### src/rtl/mem_arbiter_n.sv
// Round-robin arbiter that shares one single-port synchronous RAM among NCORES channels.
// Same-address reads can be merged into a single RAM access and returned to every requester.
module mem_arbiter_n #(
  parameter int NCORES = 4,
  parameter int AW     = 8,
  parameter int DW     = 8,
  parameter int BCAST  = 1
) (
  input  logic                 clk,
  input  logic                 rst,
  input  logic [NCORES-1:0]    rden,
  input  logic [NCORES-1:0]    wren,
  input  logic [NCORES*AW-1:0] Address,
  input  logic [NCORES*DW-1:0] Din,
  input  logic [DW-1:0]        RAMq,
  output logic [NCORES-1:0]    acq,
  output logic [NCORES*DW-1:0] Dq,
  output logic [AW-1:0]        RAMAddress,
  output logic [DW-1:0]        RAMDin,
  output logic                 RAMwren,
  output logic                 busy
);

  localparam int PW = (NCORES > 1) ? $clog2(NCORES) : 1;

  localparam logic [1:0] S_IDLE  = 2'd0;
  localparam logic [1:0] S_ISSUE = 2'd1;
  localparam logic [1:0] S_WAIT  = 2'd2;
  localparam logic [1:0] S_DONE  = 2'd3;

  logic [1:0]        state;
  logic [PW-1:0]     ptr;
  logic [PW-1:0]     owner;
  logic              is_wr;
  logic [NCORES-1:0] grp;

  logic [NCORES-1:0] req;
  logic [AW-1:0]     addr_a [NCORES];
  logic [DW-1:0]     din_a  [NCORES];
  logic [PW:0]       cand;
  logic              win_found;
  logic [PW-1:0]     win_idx;
  logic              win_wr;
  logic [NCORES-1:0] grp_n;
  logic [PW-1:0]     ptr_nxt;

  assign req = rden | wren;

  for (genvar g = 0; g < NCORES; g++) begin : g_unpack
    assign addr_a[g] = Address[g*AW +: AW];
    assign din_a[g]  = Din[g*DW +: DW];
  end

  // Search starts at ptr and wraps at NCORES, so non-power-of-two counts stay in range.
  always_comb begin
    win_found = 1'b0;
    win_idx   = '0;
    cand      = '0;
    for (int i = 0; i < NCORES; i++) begin
      cand = {1'b0, ptr} + (PW+1)'(i);
      if (cand >= (PW+1)'(NCORES))
        cand = cand - (PW+1)'(NCORES);
      if (!win_found && req[cand[PW-1:0]]) begin
        win_found = 1'b1;
        win_idx   = cand[PW-1:0];
      end
    end
  end

  // A write wins over a read on the same channel; only pure reads may join a read group.
  always_comb begin
    win_wr         = wren[win_idx];
    grp_n          = '0;
    grp_n[win_idx] = 1'b1;
    if (BCAST != 0 && !win_wr) begin
      for (int j = 0; j < NCORES; j++) begin
        if (rden[j] && !wren[j] && (addr_a[j] == addr_a[win_idx]))
          grp_n[j] = 1'b1;
      end
    end
  end

  assign ptr_nxt = (owner == PW'(NCORES-1)) ? '0 : owner + PW'(1);

  always_ff @(posedge clk) begin
    if (rst) begin
      state      <= S_IDLE;
      ptr        <= '0;
      owner      <= '0;
      is_wr      <= 1'b0;
      grp        <= '0;
      acq        <= '0;
      Dq         <= '0;
      RAMAddress <= '0;
      RAMDin     <= '0;
      RAMwren    <= 1'b0;
      busy       <= 1'b0;
    end else begin
      case (state)
        S_IDLE: begin
          acq <= '0;
          if (win_found) begin
            owner      <= win_idx;
            is_wr      <= win_wr;
            grp        <= grp_n;
            RAMAddress <= addr_a[win_idx];
            RAMDin     <= din_a[win_idx];
            RAMwren    <= win_wr;
            busy       <= 1'b1;
            state      <= S_ISSUE;
          end
        end
        S_ISSUE: begin
          RAMwren <= 1'b0;
          if (is_wr) begin
            acq   <= grp;
            state <= S_DONE;
          end else begin
            state <= S_WAIT;
          end
        end
        S_WAIT: begin
          for (int j = 0; j < NCORES; j++) begin
            if (grp[j])
              Dq[j*DW +: DW] <= RAMq;
          end
          acq   <= grp;
          state <= S_DONE;
        end
        S_DONE: begin
          acq   <= '0;
          ptr   <= ptr_nxt;
          busy  <= 1'b0;
          state <= S_IDLE;
        end
        default: begin
          state <= S_IDLE;
        end
      endcase
    end
  end

endmodule
### config.mk
export PLATFORM = sky130hd
export DESIGN_NAME = mem_arbiter_n
export DESIGN_NICKNAME = d
export VERILOG_FILES = /design/src/rtl/mem_arbiter_n.sv
export SDC_FILE = /design/constraint.sdc
export NUM_CORES = 1
export LEC_CHECK = 0
export CAP_MARGIN = 15
export CORE_ASPECT_RATIO = 2
export CORE_UTILIZATION = 41
export DETAILED_ROUTE_END_ITERATION = 8
export PLACE_DENSITY = 0.73
export SETUP_SLACK_MARGIN = 0.5
export SYNTH_ARGS = -nofsm -noshare
export SYNTH_HDL_FRONTEND = slang
export SYNTH_SLANG_ARGS = --single-unit
export TNS_END_PERCENT = 1
### constraint.sdc
create_clock -name clk -period 3.4 [get_ports clk]
set_input_delay 1.02 -clock clk [delete_from_list [all_inputs] [get_ports clk]]
set_output_delay 1.02 -clock clk [all_outputs]
set_load 0.03 [all_outputs]
* After elaboration in Yosys (flattened, before gate mapping)
Index checks and enable logic that the tools add are counted.
Operators by class: divide/modulo/power cells 0, reductions and logical operators 30, add/sub/neg operators 8, magnitude comparators 11, multiplexer cells 45, multipliers 0, shifts and indexed selects 0, bitwise operators 2, eq/ne operators 10
Operators with widths (count):
- binary-select mux 8 bit (select 2 bit) | 2
- == test 8 bit | 4
- two-way mux 8 bit | 4
- two-way mux 2 bit | 10
- two-way mux 1 bit | 17
- < comparator 2 x 3 -> 1 bit, second input constant | 5
- AND reduction 2 bit | 7
- >= comparator 3 bit, second input constant | 4
- logical AND 1 bit | 12
- case mux 4 bit (3 select lines) | 1
- binary-select mux 1 bit (select 2 bit) | 5
- two-way mux 4 bit | 2
- case mux 2 bit (4 select lines) | 1
- subtractor 2 x 1 -> 2 bit, second input constant | 4
- logical NOT 1 bit | 7
- adder 2 x 2 -> 3 bit, second input constant | 2
- == test 2 bit, second input constant | 3
- != test 2 bit, second input constant | 2
- bitwise OR 4 bit | 1
- case mux 1 bit (2 select lines) | 2
- nonzero test 2 bit | 2
- adder 2 x 1 -> 3 bit, second input constant | 1
- >= comparator 2 x 3 -> 1 bit, second input constant | 1
- inverter 2 -> 3 bit | 1
- 6 further kinds | 6
Word-level totals: RAM bits 0, bits in registers 65, memories kept 0, output and inout bits 54, bits in latches 0, ROM bits 0

* Depth between registers and ports, before layout
depth after elaboration 22, gate-level depth with buffers 11, gate-level depth less buffers 9

* Worst setup path before layout
Ideal clock, no wire load.
kind input port to flip-flop, start point in rden[1], end point reg grp[0], path buffers 3, setup time 0.096 ns, required time 3.304 ns, slack 0.289 ns, arrival time 3.016 ns, stages 10, path through or2_4 or3_1 buf_6 and3_4 buf_6 clkbuf_1 nand4_1 o2111ai_1 a221o_1 o41ai_2
Between the ends: longest elaborated chain between the ends 21, elaborated cells on any way between the ends 39, those cells by class order compare (2); eq/ne (1); mux (25); bitwise (2); reduce/logical (9)
Ends and longest elaborated chain:
- from (decl) | line 11 | input logic [NCORES-1:0] rden,
- bitwise OR 4 bit (*) | line 47 | assign req = rden | wren;
- binary-select mux 1 bit (select 2 bit) | line 63 | if (!win_found && req[cand[PW-1:0]]) begin
- two-way mux 1 bit (implied by the code) | line 63
- two-way mux 1 bit | line 63
- logical NOT 1 bit | line 63
- logical AND 1 bit | line 63
- two-way mux 1 bit | line 63
- logical NOT 1 bit | line 63
- [... 4 more ...]
- two-way mux 2 bit | line 63
- inverter 2 -> 3 bit (implied by the code) | line 77 | if (rden[j] && !wren[j] && (addr_a[j] == addr_a[win_idx]))
- binary-select mux 8 bit (select 2 bit) | line 77
- two-way mux 8 bit (implied by the code) (2 in a row) | line 77
- == test 8 bit | line 77
- logical AND 1 bit | line 77
- two-way mux 1 bit | line 77
- two-way mux 4 bit | line 75 | if (BCAST != 0 && !win_wr) begin
- to (signal assigned) | line 105 | grp <= grp_n;
- to (decl) | line 35 | logic [NCORES-1:0] grp;
Mark *: on every way between the ends. The rest lies on a longest branch, timed or not. The select of a mux whose other input is x is not followed. A chain may end at the register's enable or synchronous reset.

* Worst setup path in the final report
start point in rden[0], end point reg grp[0]
Between the ends: longest elaborated chain between the ends 21, elaborated cells on any way between the ends 40, those cells by class order compare (2); eq/ne (1); mux (25); bitwise (2); reduce/logical (10)
Ends and longest elaborated chain (line):
- bitwise OR 4 bit | 47
- binary-select mux 1 bit (select 2 bit) | 63
- two-way mux 1 bit (implied by the code) | 63
- two-way mux 1 bit | 63
- logical NOT 1 bit | 63
- logical AND 1 bit | 63
- two-way mux 1 bit | 63
- logical NOT 1 bit | 63
- [... 4 more ...]
- two-way mux 2 bit | 63
- inverter 2 -> 3 bit (implied by the code) | 77
- binary-select mux 8 bit (select 2 bit) | 77
- two-way mux 8 bit (implied by the code) (2 in a row) | 77
- == test 8 bit | 77
- logical AND 1 bit | 77
- two-way mux 1 bit | 77
- two-way mux 4 bit | 75
Parallel ways exist; a longest one is shown, timed or not. The select of a mux whose other input is x is not followed.

==> impl_metrics.env <==
export IMPL_place_detailed_instances=861
export IMPL_final_nets=842
export IMPL_power_per_cell_area_nw_per_um2=572
export IMPL_dieArea_sq_um=10500
export IMPL_crit_path_start="rden[0]"
export IMPL_crit_family="compound AO/OA/AOI/OAI gates"
export IMPL_first_pass_grt_wire_length_um=24600
export IMPL_cts_tree="yes"
export IMPL_maxSlewHeadroom_pct=43.7
export IMPL_fin_crit_sh_pct=85.8
export IMPL_critPathSlowestCell="o311a_4"
export IMPL_regToRegSetupSlack_ns=0.99
export IMPL_dp_final_hpwl_um=12900
export IMPL_crit_reg2reg_launch="ptr[1]$_SDFFE_PP0N_"
export IMPL_die_y_um=144
export IMPL_port_buffer_count=135
export IMPL_clock_tree_htree_level_count=3
export IMPL_routed_wl_um=16500
export IMPL_pleak_nw=2.49
export IMPL_p_total_mw=3.81
export IMPL_grt_resource_usage_total_pct=31.4
export IMPL_timing_fmax_mhz=343
export IMPL_synth_xor_xnor_area_share_pct=7.21
export IMPL_wire_per_inst_um=18.5
export IMPL_number_of_standard_cells_after_synthesis=568
export IMPL_max_clock_path_buffers=2
export IMPL_grt_pass1_vias=4820
export IMPL_start_util_pct=42.3
export IMPL_cap_viol_max_count=0
export IMPL_synthSimpleGateAreaFrac_pct=25.9
export IMPL_peakVddDrop_uv=304
export IMPL_synth_async_reset_ratio_pct=0
export IMPL_status="finished clean"
export IMPL_finalInstanceArea_sq_um=6670
export IMPL_synth_fa_ha_area_share_pct=1.82
export IMPL_drt_pre_antenna_iters=5
export IMPL_required_ns=3.63
export IMPL_grt_remaining_overflow=0
export IMPL_grt_antenna_before_repair=0
export IMPL_post_route_cells_drive_above_1_share_pct=18.4
export IMPL_gp_routability_congestion=1.08
export IMPL_yosys_warnings=0
export IMPL_grt_start_max_net_pins=66
export IMPL_clkTransAtPathRegs_ns=0.06
export IMPL_syn_to_final_growth_pct=61.3
export IMPL_buffer_cell_driving_the_clock_tree_root="clkbuf_16"
export IMPL_antenna_cells_inserted=0
export IMPL_boundaryPins=136
export IMPL_mappedNetlistNets=656
export IMPL_type_of_origin_of_the_critical_path="input port"
export IMPL_clkSinkCount=65
export IMPL_critical_path_cell_chain="dlygate4sd2_1 > o21a_2 > o311a_4 > nor2_2 > buf_6 > a21oi_1 > a221oi_2 > a31oi_1 > o41ai_2"
export IMPL_ant_nets=0
export IMPL_critical_path_class="input port to flop"
export IMPL_fin_worst_skew_ns=0.00467
export IMPL_path_depth=9
export IMPL_timing_worst_slew_pin_value_ns=0.845
export IMPL_post_place_ws_ns=-0.255
export IMPL_critPathCaptureType="flop"
export IMPL_cpPeakStageDelay_ns=0.42
export IMPL_placementRows=51
export IMPL_timing_final_crit_period_ns=2.92
export IMPL_synth_area_mux_share_pct=3.76
export IMPL_worstReg2RegEnd="grp[0]$_SDFFE_PP0P_"
export IMPL_finalSetupTns_ns=0
export IMPL_synth_flop_cell="dfxtp_1"
export IMPL_cts_buffers=9
export IMPL_critical_path_n_buffers_inverters=2
export IMPL_post_route_non_filler_standard_cell_count=891
export IMPL_synth_edff_count=0
export IMPL_most_common_layout_cells="clkdlybuf4s50_1 (126), nand2_1 (117), nand3_1 (71)"
export IMPL_rsz0062_at_grt="true"
export IMPL_yosys_register_bits=65
export IMPL_reg2regPathDepth=9
export IMPL_synth_cell_area_sq_um=4130
export IMPL_termination_of_the_worst_setup_path="grp[0]$_SDFFE_PP0P_"
export IMPL_layout_commonest_cell="clkdlybuf4s50_1"
export IMPL_hold_viol_final=0
export IMPL_cp_data_arrival_time_ns=3.15
export IMPL_fraction_of_the_mapped_netlist_area_in_compound_gates_pct=24.0
export IMPL_ys_seq_area_share_pct=31.5
export IMPL_worst_slack_ns=0.481
export IMPL_syn_avg_cell_area_sq_um=7.27
export IMPL_fp_dieW_um=73.0
export IMPL_finalSetupViolations=0
export IMPL_placedInstanceArea_sq_um=5970
export IMPL_timing_hold_worst_class="flop to flop"
export IMPL_drcViolationCount=0
export IMPL_worstSkewPairLatency_ns=0.32
export IMPL_drt_first_iter_violations=248
export IMPL_fp_coreArea_sq_um=9760
export IMPL_report_final_slew_viol_count=0
export IMPL_synth_distinct_cells=57
export IMPL_via_per_inst=5.61
export IMPL_crit_path_max_fanout=5
export IMPL_vias=5000
export IMPL_dominant_combinational_cell_family_by_area_after_synthesis="simple AND/OR/NAND/NOR gates"
## cell usage after synthesis, drive strengths merged (3+ instances only)
| cell type | number | area, sq um |
|---|---|---|
| xor2 | 8 | 70.1 |
| nor3 | 7 | 35.0 |
| a32oi | 7 | 61.3 |
| nand4 | 4 | 25.0 |
| buf | 14 | 78.8 |
| dfxtp | 65 | 1300 |
| nor2b | 7 | 43.8 |
| or2 | 4 | 27.5 |
| mux2i | 12 | 133 |
| nor2 | 16 | 60.1 |
| inv | 18 | 67.6 |
| a211o | 3 | 26.3 |
| nand3 | 72 | 360 |
| a211oi | 11 | 82.6 |
| ha | 6 | 75.1 |
| a41o | 3 | 30.0 |
| o211ai | 6 | 45.0 |
| nand3b | 3 | 22.5 |
| o21ai | 19 | 95.1 |
| nand2 | 117 | 439 |
| a31oi | 3 | 18.8 |
| xnor2 | 26 | 228 |
| a221oi | 6 | 52.6 |
| a21oi | 71 | 355 |
| clkbuf | 25 | 93.8 |
## timing repair
item | 4_1_cts | 5_1_grt
setup buffers | 12 | 1
cloned | 1 | 0
pin swaps | 18 | 17
hold buffers | 0 | 0
gates resized for setup | 52 | 19
endpoints found under the setup margin | 21 | 5
## cell families after synthesis
group / count (synthesis)
buffers and inverters: 57
adders and majority gates: 6
xor gates and xnor gates: 34
AOI/OAI and AO/OA: 154
and+or+nand+nor: 238
DFF: 65
muxes: 14
## cell type report
class | instances | area [sq um]
Clock inverter | 6 | 91.3
Inverter | 18 | 67.6
Sequential cell | 65 | 1300
Fill cell | 839 | 3100
Clock buffer | 10 | 239
Tap cell | 132 | 165
Multi-Input combinational cell | 446 | 2800
Timing Repair Buffer | 214 | 2000
## routing by layer
layer / vias up / track usage [%] / share of wire [%] / wire length, um
li1: 2394 / - / - / -
met1: 2333 / 29.1 / 33 / 5530
met2: 213 / 61.4 / 57 / 9480
met3: 60 / 2.59 / 3.3 / 542
met4: 0 / 22.1 / 5.9 / 976
met5: - / 0 / 0 / 0
## sequential cells by signal, indices dropped and copies added (netlist names)
register / count
RAMDin: 8
RAMAddress: 8
is_wr: 1
RAMwren: 1
busy: 1
state: 2
grp: 4
ptr: 2
acq: 4
Dq: 32
owner: 2
## worst min-delay path: cells and delay by family, from the launching register on
kind	cells	cell delay [ns]
AOI/OAI and AO/OA	1	0.05
and+or+nand+nor	1	0.05
DFF	1	0.30
## report_power, final
part,internal (mW),switching [mW]
Clock,0.662,0.339
Combinational,0.769,1.04
Sequential,0.890,0.111
## per-stage QoR
step	util, %	hold slack (ns)
5_1_grt	68.3	0.466
3_5_place_dp	61.2	0.445
3_3_place_gp	61.2	0.440
4_1_cts	67.3	0.453
2_1_floorplan	-	0.440
6_report	68.3	0.451
## worst min-delay path by stage
stage / start / endpoint / slack [ns] / cells past startpoint
after detailed placement: Dq[27]$_SDFFE_PP0P_ / Dq[27]$_SDFFE_PP0P_ / 0.45 / 2
final: RAMAddress[7]$_SDFFE_PP0P_ / RAMAddress[7]$_SDFFE_PP0P_ / 0.45 / 2
after global routing: RAMAddress[5]$_SDFFE_PP0P_ / RAMAddress[5]$_SDFFE_PP0P_ / 0.47 / 2
after global placement: acq[0]$_SDFFE_PP0P_ / acq[0]$_SDFFE_PP0P_ / 0.44 / 2
after floorplan: owner[1]$_SDFFE_PP0P_ / owner[1]$_SDFFE_PP0P_ / 0.44 / 2
after CTS: RAMAddress[7]$_SDFFE_PP0P_ / RAMAddress[7]$_SDFFE_PP0P_ / 0.45 / 2
Note: power is estimated with default switching activity, not from simulation.
